[config.mk]
export PLATFORM = sky130hd
export DESIGN_NAME = pc_branch_ctrl_flat
export DESIGN_NICKNAME = d
export VERILOG_FILES = /design/src/rtl/pc_branch_ctrl_pkg.sv /design/src/rtl/pc_branch_ctrl_if.sv /design/src/rtl/pc_branch_ctrl_branch_cond.sv /design/src/rtl/pc_branch_ctrl.sv /design/src/flat_wrapper.sv
export SDC_FILE = /design/constraint.sdc
export NUM_CORES = 1
export LEC_CHECK = 0
export CELL_PAD_IN_SITES_DETAIL_PLACEMENT = 1
export CELL_PAD_IN_SITES_GLOBAL_PLACEMENT = 1
export CORE_MARGIN = 2
export CORE_UTILIZATION = 38
export DETAILED_ROUTE_END_ITERATION = 12
export PLACE_DENSITY_LB_ADDON = 0.1
export RECOVER_POWER = 50
export SLEW_MARGIN = 40
export SYNTH_ARGS = -nofsm -noshare
export SYNTH_HDL_FRONTEND = slang
export SYNTH_SLANG_ARGS = --single-unit
[constraint.sdc]
create_clock -name clk -period 7.3 [get_ports clk]
set_input_delay 1.46 -clock clk [delete_from_list [all_inputs] [get_ports clk]]
set_output_delay 1.46 -clock clk [all_outputs]
set_load 0.02 [all_outputs]
[src/rtl/pc_branch_ctrl_pkg.sv]
// rtl/pc_branch_ctrl_pkg.sv - shared opcode, condition-code and FSM state definitions
package pc_branch_ctrl_pkg;

  localparam logic [3:0] OP_B   = 4'b1100;
  localparam logic [3:0] OP_BR  = 4'b1101;
  localparam logic [3:0] OP_PCS = 4'b1110;
  localparam logic [3:0] OP_HLT = 4'b1111;

  localparam logic [2:0] CC_NE = 3'b000;
  localparam logic [2:0] CC_EQ = 3'b001;
  localparam logic [2:0] CC_GT = 3'b010;
  localparam logic [2:0] CC_LT = 3'b011;
  localparam logic [2:0] CC_GE = 3'b100;
  localparam logic [2:0] CC_LE = 3'b101;
  localparam logic [2:0] CC_OV = 3'b110;
  localparam logic [2:0] CC_UN = 3'b111;

  typedef enum logic {
    RUN    = 1'b0,
    HALTED = 1'b1
  } state_t;

endpackage

[src/rtl/pc_branch_ctrl_if.sv]
// rtl/pc_branch_ctrl_if.sv - fetch/ALU-flag/PC bundle between core pipeline and branch control
interface pc_branch_ctrl_if #(
  parameter int CNT_W = 16
);
  logic [15:0]      instr;
  logic             stall;
  logic             n_flag;
  logic             z_flag;
  logic             v_flag;
  logic [15:0]      rs_data;
  logic [15:0]      pc;
  logic [15:0]      pc_plus2;
  logic             taken;
  logic             flush;
  logic             halted;
  logic [CNT_W-1:0] br_total;
  logic [CNT_W-1:0] br_taken;

  modport master (
    output instr, stall, n_flag, z_flag, v_flag, rs_data,
    input  pc, pc_plus2, taken, flush, halted, br_total, br_taken
  );

  modport slave (
    input  instr, stall, n_flag, z_flag, v_flag, rs_data,
    output pc, pc_plus2, taken, flush, halted, br_total, br_taken
  );
endinterface

[src/rtl/pc_branch_ctrl_branch_cond.sv]
// rtl/pc_branch_ctrl_branch_cond.sv - combinational condition-code evaluation from N/Z/V
module pc_branch_ctrl_branch_cond
  import pc_branch_ctrl_pkg::*;
(
  input  logic [2:0] ccc,
  input  logic       n_flag,
  input  logic       z_flag,
  input  logic       v_flag,
  output logic       cond_met
);
  always_comb begin
    cond_met = 1'b0;
    case (ccc)
      CC_NE: cond_met = ~z_flag;
      CC_EQ: cond_met = z_flag;
      CC_GT: cond_met = ~z_flag & ~n_flag;
      CC_LT: cond_met = n_flag;
      CC_GE: cond_met = z_flag | (~z_flag & ~n_flag);
      CC_LE: cond_met = n_flag | z_flag;
      CC_OV: cond_met = v_flag;
      CC_UN: cond_met = 1'b1;
      default: cond_met = 1'b0;
    endcase
  end
endmodule

[src/rtl/pc_branch_ctrl.sv]
// rtl/pc_branch_ctrl.sv - program counter, branch resolution, halt FSM and branch statistics
module pc_branch_ctrl
  import pc_branch_ctrl_pkg::*;
#(
  parameter logic [15:0] RESET_PC = 16'h0000,
  parameter int          CNT_W    = 16
) (
  input logic             clk,
  input logic             rst_n,
  pc_branch_ctrl_if.slave bus
);
  localparam logic [CNT_W-1:0] CNT_MAX = '1;
  localparam logic [CNT_W-1:0] CNT_ONE = CNT_W'(1);

  state_t           state_q, state_d;
  logic [15:0]      pc_q, pc_d;
  logic             flush_q;
  logic [CNT_W-1:0] total_q, taken_cnt_q;

  logic [3:0]  opcode;
  logic [2:0]  ccc;
  logic [8:0]  imm9;
  logic        cond_met, is_branch, taken, advance;
  logic [15:0] pc_plus2, b_target;

  assign opcode = bus.instr[15:12];
  assign ccc    = bus.instr[11:9];
  assign imm9   = bus.instr[8:0];

  pc_branch_ctrl_branch_cond u_cond (
    .ccc      (ccc),
    .n_flag   (bus.n_flag),
    .z_flag   (bus.z_flag),
    .v_flag   (bus.v_flag),
    .cond_met (cond_met)
  );

  assign is_branch = (opcode == OP_B) | (opcode == OP_BR);
  assign taken     = is_branch & cond_met;
  assign pc_plus2  = pc_q + 16'd2;
  // Halfword offset: sign-extended imm9 shifted left by one.
  assign b_target  = pc_plus2 + {{6{imm9[8]}}, imm9, 1'b0};
  assign advance   = (state_q == RUN) & ~bus.stall;

  always_comb begin
    state_d = state_q;
    pc_d    = pc_q;
    if (advance) begin
      if (opcode == OP_HLT) begin
        state_d = HALTED;
        pc_d    = pc_q;
      end else if (taken && opcode == OP_B) begin
        pc_d = b_target;
      end else if (taken && opcode == OP_BR) begin
        pc_d = bus.rs_data;
      end else begin
        pc_d = pc_plus2;
      end
    end
  end

  always_ff @(posedge clk or negedge rst_n) begin
    if (!rst_n) begin
      state_q     <= RUN;
      pc_q        <= RESET_PC;
      flush_q     <= 1'b0;
      total_q     <= '0;
      taken_cnt_q <= '0;
    end else begin
      state_q <= state_d;
      pc_q    <= pc_d;
      flush_q <= advance & taken;
      if (advance && is_branch) begin
        if (total_q != CNT_MAX) total_q <= total_q + CNT_ONE;
        if (taken && taken_cnt_q != CNT_MAX) taken_cnt_q <= taken_cnt_q + CNT_ONE;
      end
    end
  end

  assign bus.pc       = pc_q;
  assign bus.pc_plus2 = pc_plus2;
  assign bus.taken    = taken;
  assign bus.flush    = flush_q;
  assign bus.halted   = (state_q == HALTED);
  assign bus.br_total = total_q;
  assign bus.br_taken = taken_cnt_q;
endmodule

[src/flat_wrapper.sv]
// flat-port wrapper written by rule: the top's interface ports become plain ports
module pc_branch_ctrl_flat import pc_branch_ctrl_pkg::*;
#(
  parameter logic [15:0] RESET_PC = 16'h0000,
  parameter int          CNT_W    = 16
)
  (clk, rst_n, bus_instr, bus_stall, bus_n_flag, bus_z_flag, bus_v_flag, bus_rs_data, bus_pc, bus_pc_plus2, bus_taken, bus_flush, bus_halted, bus_br_total, bus_br_taken);
  pc_branch_ctrl_if #(.CNT_W(CNT_W)) bus_i ();
  input logic clk;
  input logic rst_n;
  input wire logic [$bits(bus_i.instr)-1:0] bus_instr;
  input wire logic [$bits(bus_i.stall)-1:0] bus_stall;
  input wire logic [$bits(bus_i.n_flag)-1:0] bus_n_flag;
  input wire logic [$bits(bus_i.z_flag)-1:0] bus_z_flag;
  input wire logic [$bits(bus_i.v_flag)-1:0] bus_v_flag;
  input wire logic [$bits(bus_i.rs_data)-1:0] bus_rs_data;
  output wire logic [$bits(bus_i.pc)-1:0] bus_pc;
  output wire logic [$bits(bus_i.pc_plus2)-1:0] bus_pc_plus2;
  output wire logic [$bits(bus_i.taken)-1:0] bus_taken;
  output wire logic [$bits(bus_i.flush)-1:0] bus_flush;
  output wire logic [$bits(bus_i.halted)-1:0] bus_halted;
  output wire logic [$bits(bus_i.br_total)-1:0] bus_br_total;
  output wire logic [$bits(bus_i.br_taken)-1:0] bus_br_taken;
  assign bus_i.instr = bus_instr;
  assign bus_i.stall = bus_stall;
  assign bus_i.n_flag = bus_n_flag;
  assign bus_i.z_flag = bus_z_flag;
  assign bus_i.v_flag = bus_v_flag;
  assign bus_i.rs_data = bus_rs_data;
  assign bus_pc = bus_i.pc;
  assign bus_pc_plus2 = bus_i.pc_plus2;
  assign bus_taken = bus_i.taken;
  assign bus_flush = bus_i.flush;
  assign bus_halted = bus_i.halted;
  assign bus_br_total = bus_i.br_total;
  assign bus_br_taken = bus_i.br_taken;
  pc_branch_ctrl #(.RESET_PC(RESET_PC), .CNT_W(CNT_W)) u_core (.clk(clk), .rst_n(rst_n), .bus(bus_i));
endmodule
==> results.toml, run 1 <==
[outcome]
status = "finished, violations left"
violations = "max-capacitance violations, max-slew violations"

[placed_design]
gp_congestion = 0.8302
numPortBuffers = 104
dp_hpwl_mm = 8.036
place_area_um2 = 4599

[route]
firstDrtPassIters = 4
post_drt_via_cell_ratio = 5.593
drcViolationCount = 0
drt_iter0_drc = 113
ant_nets = 0
wl_per_cell_um = 17.51
routed_wl_mm = 10.45
vias = 3339

[global_route]
grt_pass1_vias = 3400
gr-usage-met2 = 0.3675
antenna_found_initial = 0
grt.total_usage = 0.2145
use_met1 = 0.2914
top_usage_layer = "met2"
gr-total-overflow = 0
grt_max_degree = 51
use_met3 = 0.04076
grt_pass1_wl_mm = 17.24

[sta]
fmax_ghz = 0.1813
skew_ns = 0.01003
worst_pin_slew_ns = 2.758
min_period_ns = 5.514
finalHoldViolations = 0
relSlewSlack = -0.8389
drv_slew = 51
post-route-period-util = 0.7554
hold_ws_ns = 0.4908
finalSetupTns_ns = 0
setup_viol = 0
rsz0062_at_grt = "false"

[clock_network]
cts_hold_buf = 0
clkSinkCount = 50
htree_num_levels = 2
postCtsResizedCells = 0
cts_root_buffer = "clkbuf_8"
clockBufferDepth = 2
clk_pin_slew_ns = 0.09
cts_tree = "built"
cts_buffers = 5
cts_setup_buffers = 0
clock_latency_ns = 0.30

[setup_path]
critPathMaxFanout = 22
worstPathArrival_ns = 4.05
critical_path_class = "in2out"
start_kind = "input port"
worst_setup_path_end_kind = "output pin"
required_ns = 5.84

[layout]
antenna_cells = 0
syn2layout_area_growth_pct = 35.45
drive_above_1_share = 0.03681
nNetsFinal = 547
final_area_um2 = 4713

[floorplan]
fp.dieW_um = 99.69
core_area_um2 = 8806
placementRows = 34
initial_core_util = 0.3951
die_h_um = 99.69
boundaryPins = 105
dieArea_um2 = 9938

[job]
drv_cap = 1

[logic_synthesis]
synth-seq-cells = 50
synth_xor_area_frac = 0.1233
synthAdderAreaFrac = 0.07767
synth.top_cell.area_share = 0.3596
yosys.area_share.simple = 0.2316
syn_area_um2 = 3480
synthCells = 388
ys.flop_type = "dfrtp_1"
yosysMostFrequentCell = "dfrtp_1"
synth_area_leader_cell = "dfrtp_1"
yosys-top-cells-area = "dfrtp_1 36%, xnor2_1 7.6%, ha_1 7.2%"
yosysWarnings = 0
yosysSeqAreaShare = 0.3596
synth_top_family_by_area = "simple AND/OR/NAND/NOR gates"
synth_edf_count = 0
yosysUniqueCellTypes = 60
synth_compound_area_frac = 0.1514
syn_nets = 447
avgSynthCellArea_um2 = 8.968
yosys-top-cells-count = "50 x dfrtp_1, 45 x nand2_1, 30 x xnor2_1"
async_reset_ff_frac = 1.000
muxShareOfSynthArea = 0.02157

[power]
combinationalPowerShare = 0.592
p_leak_nw = 2.020
p_sw_frac = 0.4511
internal_power_mw = 0.8238
p_sw_mw = 0.6770
pwr_density_cell_nw_per_um2 = 318.4
seq_power_share = 0.275
peakVddDrop_mv = 0.3029
clockPowerShare = 0.133

[hold_path]
hold_class = "reg2reg"
## critical path, stage by stage
cell	delay, ns
clkdlybuf4s50_1	0.49
or3b_1	0.41
a311oi_1	0.24
or3_1	0.60
inv_4	0.24
clkdlybuf4s50_1	0.61
## cells by family after synthesis
kind of cell / Yosys count
compound gates: 79
xor+xnor: 49
fa+ha+maj: 21
buf+inv: 27
flops: 50
mux: 7
simple gates: 155
## layout make-up
cell class	instances	area, um2
fill	1039	4093
multi-input combinational	311	2115
sequential	50	1251
timing repair buffer	106	1044
tap	108	135.1
clock buffer	5	68.82
inverter	14	55.05
clock inverter	3	45.04
## layout by cell type (no fill, tap or decap), drive strengths merged, types with 3 or more instances in the layout
cell	count
nand3	18
ha	20
nand2	45
clkbuf	7
a31oi	6
o31ai	3
a21o	3
or3b	3
xnor2	30
inv	14
and4	3
nand4	14
and3	9
a211oi	5
nor2	22
dlygate4sd3	32
or3	5
nor2b	5
o21ai	23
nor3	12
nor4	7
xor2	19
a21oi	10
dfrtp	50
o21a	6
mux2i	3
mux2	4
clkdlybuf4s50	71
## power groups by stage
stage	clock [mW]	combinational (mW)	sequential (mW)
finish	0.199	0.888	0.413
global route	0.216	0.974	0.427
CTS	0.208	0.904	0.414
detailed placement	0	0.898	0.419
global placement	0	0.884	0.417
floorplan	0	0.491	0.461
## routing by layer
layer / up-vias / wire length, um
met5: - / 0
met4: 0 / 23
met3: 2 / 450
met2: 71 / 5119
met1: 1650 / 4858
li1: 1616 / -
## flip-flops by register name, summed over array words and instances (netlist names)
| register | count |
|---|---|
| u_core.bus.br_taken | 16 |
| u_core.bus.br_total | 16 |
| u_core.bus.flush | 1 |
| u_core.bus.halted | 1 |
| u_core.bus.pc | 16 |
## path summary, 6_finish.rpt
path                                        start                     end  slack (ns)  cells after the start
min                        u_core.bus.br_total[6]  u_core.bus.br_total[6]        0.49                      1
min reg2reg                u_core.bus.br_total[6]  u_core.bus.br_total[6]        0.49                      1
max                                 bus_instr[10]               bus_taken        1.79                      6
max reg2reg                      u_core.bus.pc[1]       u_core.bus.pc[15]        3.69                     11
max in group asynchronous                   rst_n        u_core.bus.pc[0]        3.61                      2
min in group asynchronous                   rst_n       u_core.bus.pc[12]        2.11                      2
## metrics by stage
step / total power [mW] / utilization / setup WS, ns / std cells
6_report: 1.501 / 0.5352 / 1.786 / 597
5_1_grt: 1.617 / 0.5352 / 1.633 / 597
2_1_floorplan: 0.9520 / - / 3.166 / 388
3_5_place_dp: 1.317 / 0.5223 / 1.783 / 589
3_3_place_gp: 1.301 / 0.5223 / 1.888 / 589
4_1_cts: 1.526 / 0.5352 / 1.771 / 597
(Power assumes the default switching activity.)
==> run 2: changes to the inputs <==
--- a/config.mk
+++ b/config.mk
@@ -8,7 +8,7 @@
 export CELL_PAD_IN_SITES_DETAIL_PLACEMENT = 1
 export CELL_PAD_IN_SITES_GLOBAL_PLACEMENT = 1
 export CORE_MARGIN = 2
-export CORE_UTILIZATION = 38
+export CORE_UTILIZATION = 35
 export DETAILED_ROUTE_END_ITERATION = 12
 export PLACE_DENSITY_LB_ADDON = 0.1
 export RECOVER_POWER = 50
==> constraint.sdc (replaced) <==
create_clock -name clk -period 5.8 [get_ports clk]
set_input_delay 1.16 -clock clk [delete_from_list [all_inputs] [get_ports clk]]
set_output_delay 1.16 -clock clk [all_outputs]
set_load 0.02 [all_outputs]
==> run 2 against run 1 <==
Compared with the run above:
- the run still ends with max-capacitance violations, max-slew violations left
- combinational power up 27%
- sequential power rose by 26%
- power grew 27%
- cell area rose by 0.69%
- non-clock buffer count rose by 1
- critical path type unchanged
==> results.toml, run 2 (synthesized netlist as in run 1, its figures left out) <==
[setup_path]
reg2reg_setup_slack_ns = 2.22
worst_setup_path_end_kind = "output pin"
r2r_cells = 11
cpPeakStageDelay_ns = 0.61
slowest_stage = "or3_1"
critPathMaxFanout = 22
required_ns = 4.64
cpMostUsedCell = "clkdlybuf4s50_1"
critical_path_class = "in2out"
cp_cell_sequence = "clkdlybuf4s50_1 -> or3b_1 -> a311oi_1 -> or3_1 -> inv_4 -> clkdlybuf4s50_1"
worstPathArrival_ns = 3.76
start_kind = "input port"

[clock_network]
cts_buffers = 5
cts_hold_buf = 0
htree_num_levels = 2
clock_latency_ns = 0.32
postCtsResizedCells = 0
clockBufferDepth = 2
clk_pin_slew_ns = 0.10
cts_setup_buffers = 0
cts_tree = "built"
cts_root_buffer = "clkbuf_8"
clkSinkCount = 50

[layout]
drive_above_1_share = 0.03469
mostFrequentLayoutCells = "72 x clkdlybuf4s50_1, 50 x dfrtp_1, 45 x nand2_1, 31 x dlygate4sd3_1, 30 x xnor2_1"
fin_cells = 623
antenna_cells = 0
fillerInstances = 1161
finalCoreUtilization = 0.4878
nNetsFinal = 548
syn2layout_area_growth_pct = 36.39
final_common_cell = "clkdlybuf4s50_1"

[placed_design]
gp_congestion = 0.8453
numPortBuffers = 104
place_worst_setup_slack_ns = 0.8760
dp_hpwl_mm = 8.196
dpl.cell_count = 614

[sta]
drv_slew = 51
finalHoldViolations = 0
fmax_ghz = 0.2032
setup_ws_ns = 0.8795
relSlewSlack = -0.8537
min_period_ns = 4.920
skew_ns = 0.01363
finalSetupTns_ns = 0
post-route-period-util = 0.8484
worst_pin_slew_ns = 2.781
rsz0062_at_grt = "false"
setup_viol = 0

[global_route]
grt.total_usage = 0.1999
antenna_found_initial = 0
gr-total-overflow = 0
grt_max_degree = 51
grt_pass1_wl_mm = 17.63
grt_pass1_vias = 3442

[floorplan]
dieArea_um2 = 10750
core_area_um2 = 9729
initial_core_util = 0.3576
placementRows = 36
fp.dieW_um = 103.7
boundaryPins = 105
die_h_um = 103.7

[outcome]
violations = "max-capacitance violations, max-slew violations"
status = "finished, violations left"

[power]
peakVddDrop_mv = 0.3538
pwr_density_cell_nw_per_um2 = 401.9
p_leak_nw = 2.027

[route]
firstDrtPassIters = 4
routed_wl_mm = 10.61
wl_per_cell_um = 17.03
vias = 3302
drcViolationCount = 0
post_drt_via_cell_ratio = 5.300
drt_iter0_drc = 170
ant_nets = 0

[job]
drv_cap = 1

[hold_path]
hold_class = "reg2reg"
holdPathStages = 1
-- run 2: final cells by class --
| type | instances | area, um2 | share of cell area |
|---|---|---|---|
| inverter | 14 | 55.05 | 0.01160 |
| clock inverter | 2 | 37.54 | 0.007909 |
| multi-input combinational | 311 | 2108 | 0.4442 |
| tap | 133 | 166.4 | 0.03506 |
| sequential | 50 | 1251 | 0.2636 |
| clock buffer | 6 | 72.57 | 0.01529 |
| timing repair buffer | 107 | 1055 | 0.2223 |
-- run 2: path summary, 6_finish.rpt --
check                                       startpoint                     end
worst max-delay path                        bus_n_flag               bus_taken
worst min-delay path            u_core.bus.br_taken[8]  u_core.bus.br_taken[8]
worst max register to register        u_core.bus.pc[1]       u_core.bus.pc[15]
worst min register to register  u_core.bus.br_taken[8]  u_core.bus.br_taken[8]
max in group asynchronous                        rst_n       u_core.bus.pc[15]
min in group asynchronous                        rst_n       u_core.bus.pc[12]
-- run 2: worst max-delay path: cells and delay by family --
| kind | cells | cell delay [ns] |
|---|---|---|
| AND/OR/NAND/NOR | 2 | 0.97 |
| AO/OA/AOI/OAI | 1 | 0.24 |
| buffers and inverters | 3 | 1.36 |
-- run 2: where the power goes --
part | switching [mW] | internal [mW] | total, mW
registers | 0.107 | 0.415 | 0.522
clock network | 0.123 | 0.129 | 0.252
logic | 0.636 | 0.497 | 1.13
total | 0.866 | 1.04 | 1.91
-- run 2: per-layer routing --
| metal | GRT usage | part of all wire | routed length, um |
|---|---|---|---|
| met3 | 0.04091 | 0.046 | 488 |
| met4 | 0.04730 | 0.011 | 118 |
| met1 | 0.2671 | 0.47 | 4943 |
| met2 | 0.3335 | 0.48 | 5059 |
| met5 | 0 | 0 | 0 |
-- run 2: per-stage QoR --
stage | cell area [um2] | hold WS [ns] | total power [mW]
after global routing | 4746 | 0.5170 | 2.049
final | 4746 | 0.4873 | 1.907
after floorplan | 3480 | 0.5893 | 1.198
after global placement | 4631 | 0.4796 | 1.649
after detailed placement | 4631 | 0.4823 | 1.673
after CTS | 4741 | 0.4984 | 1.939
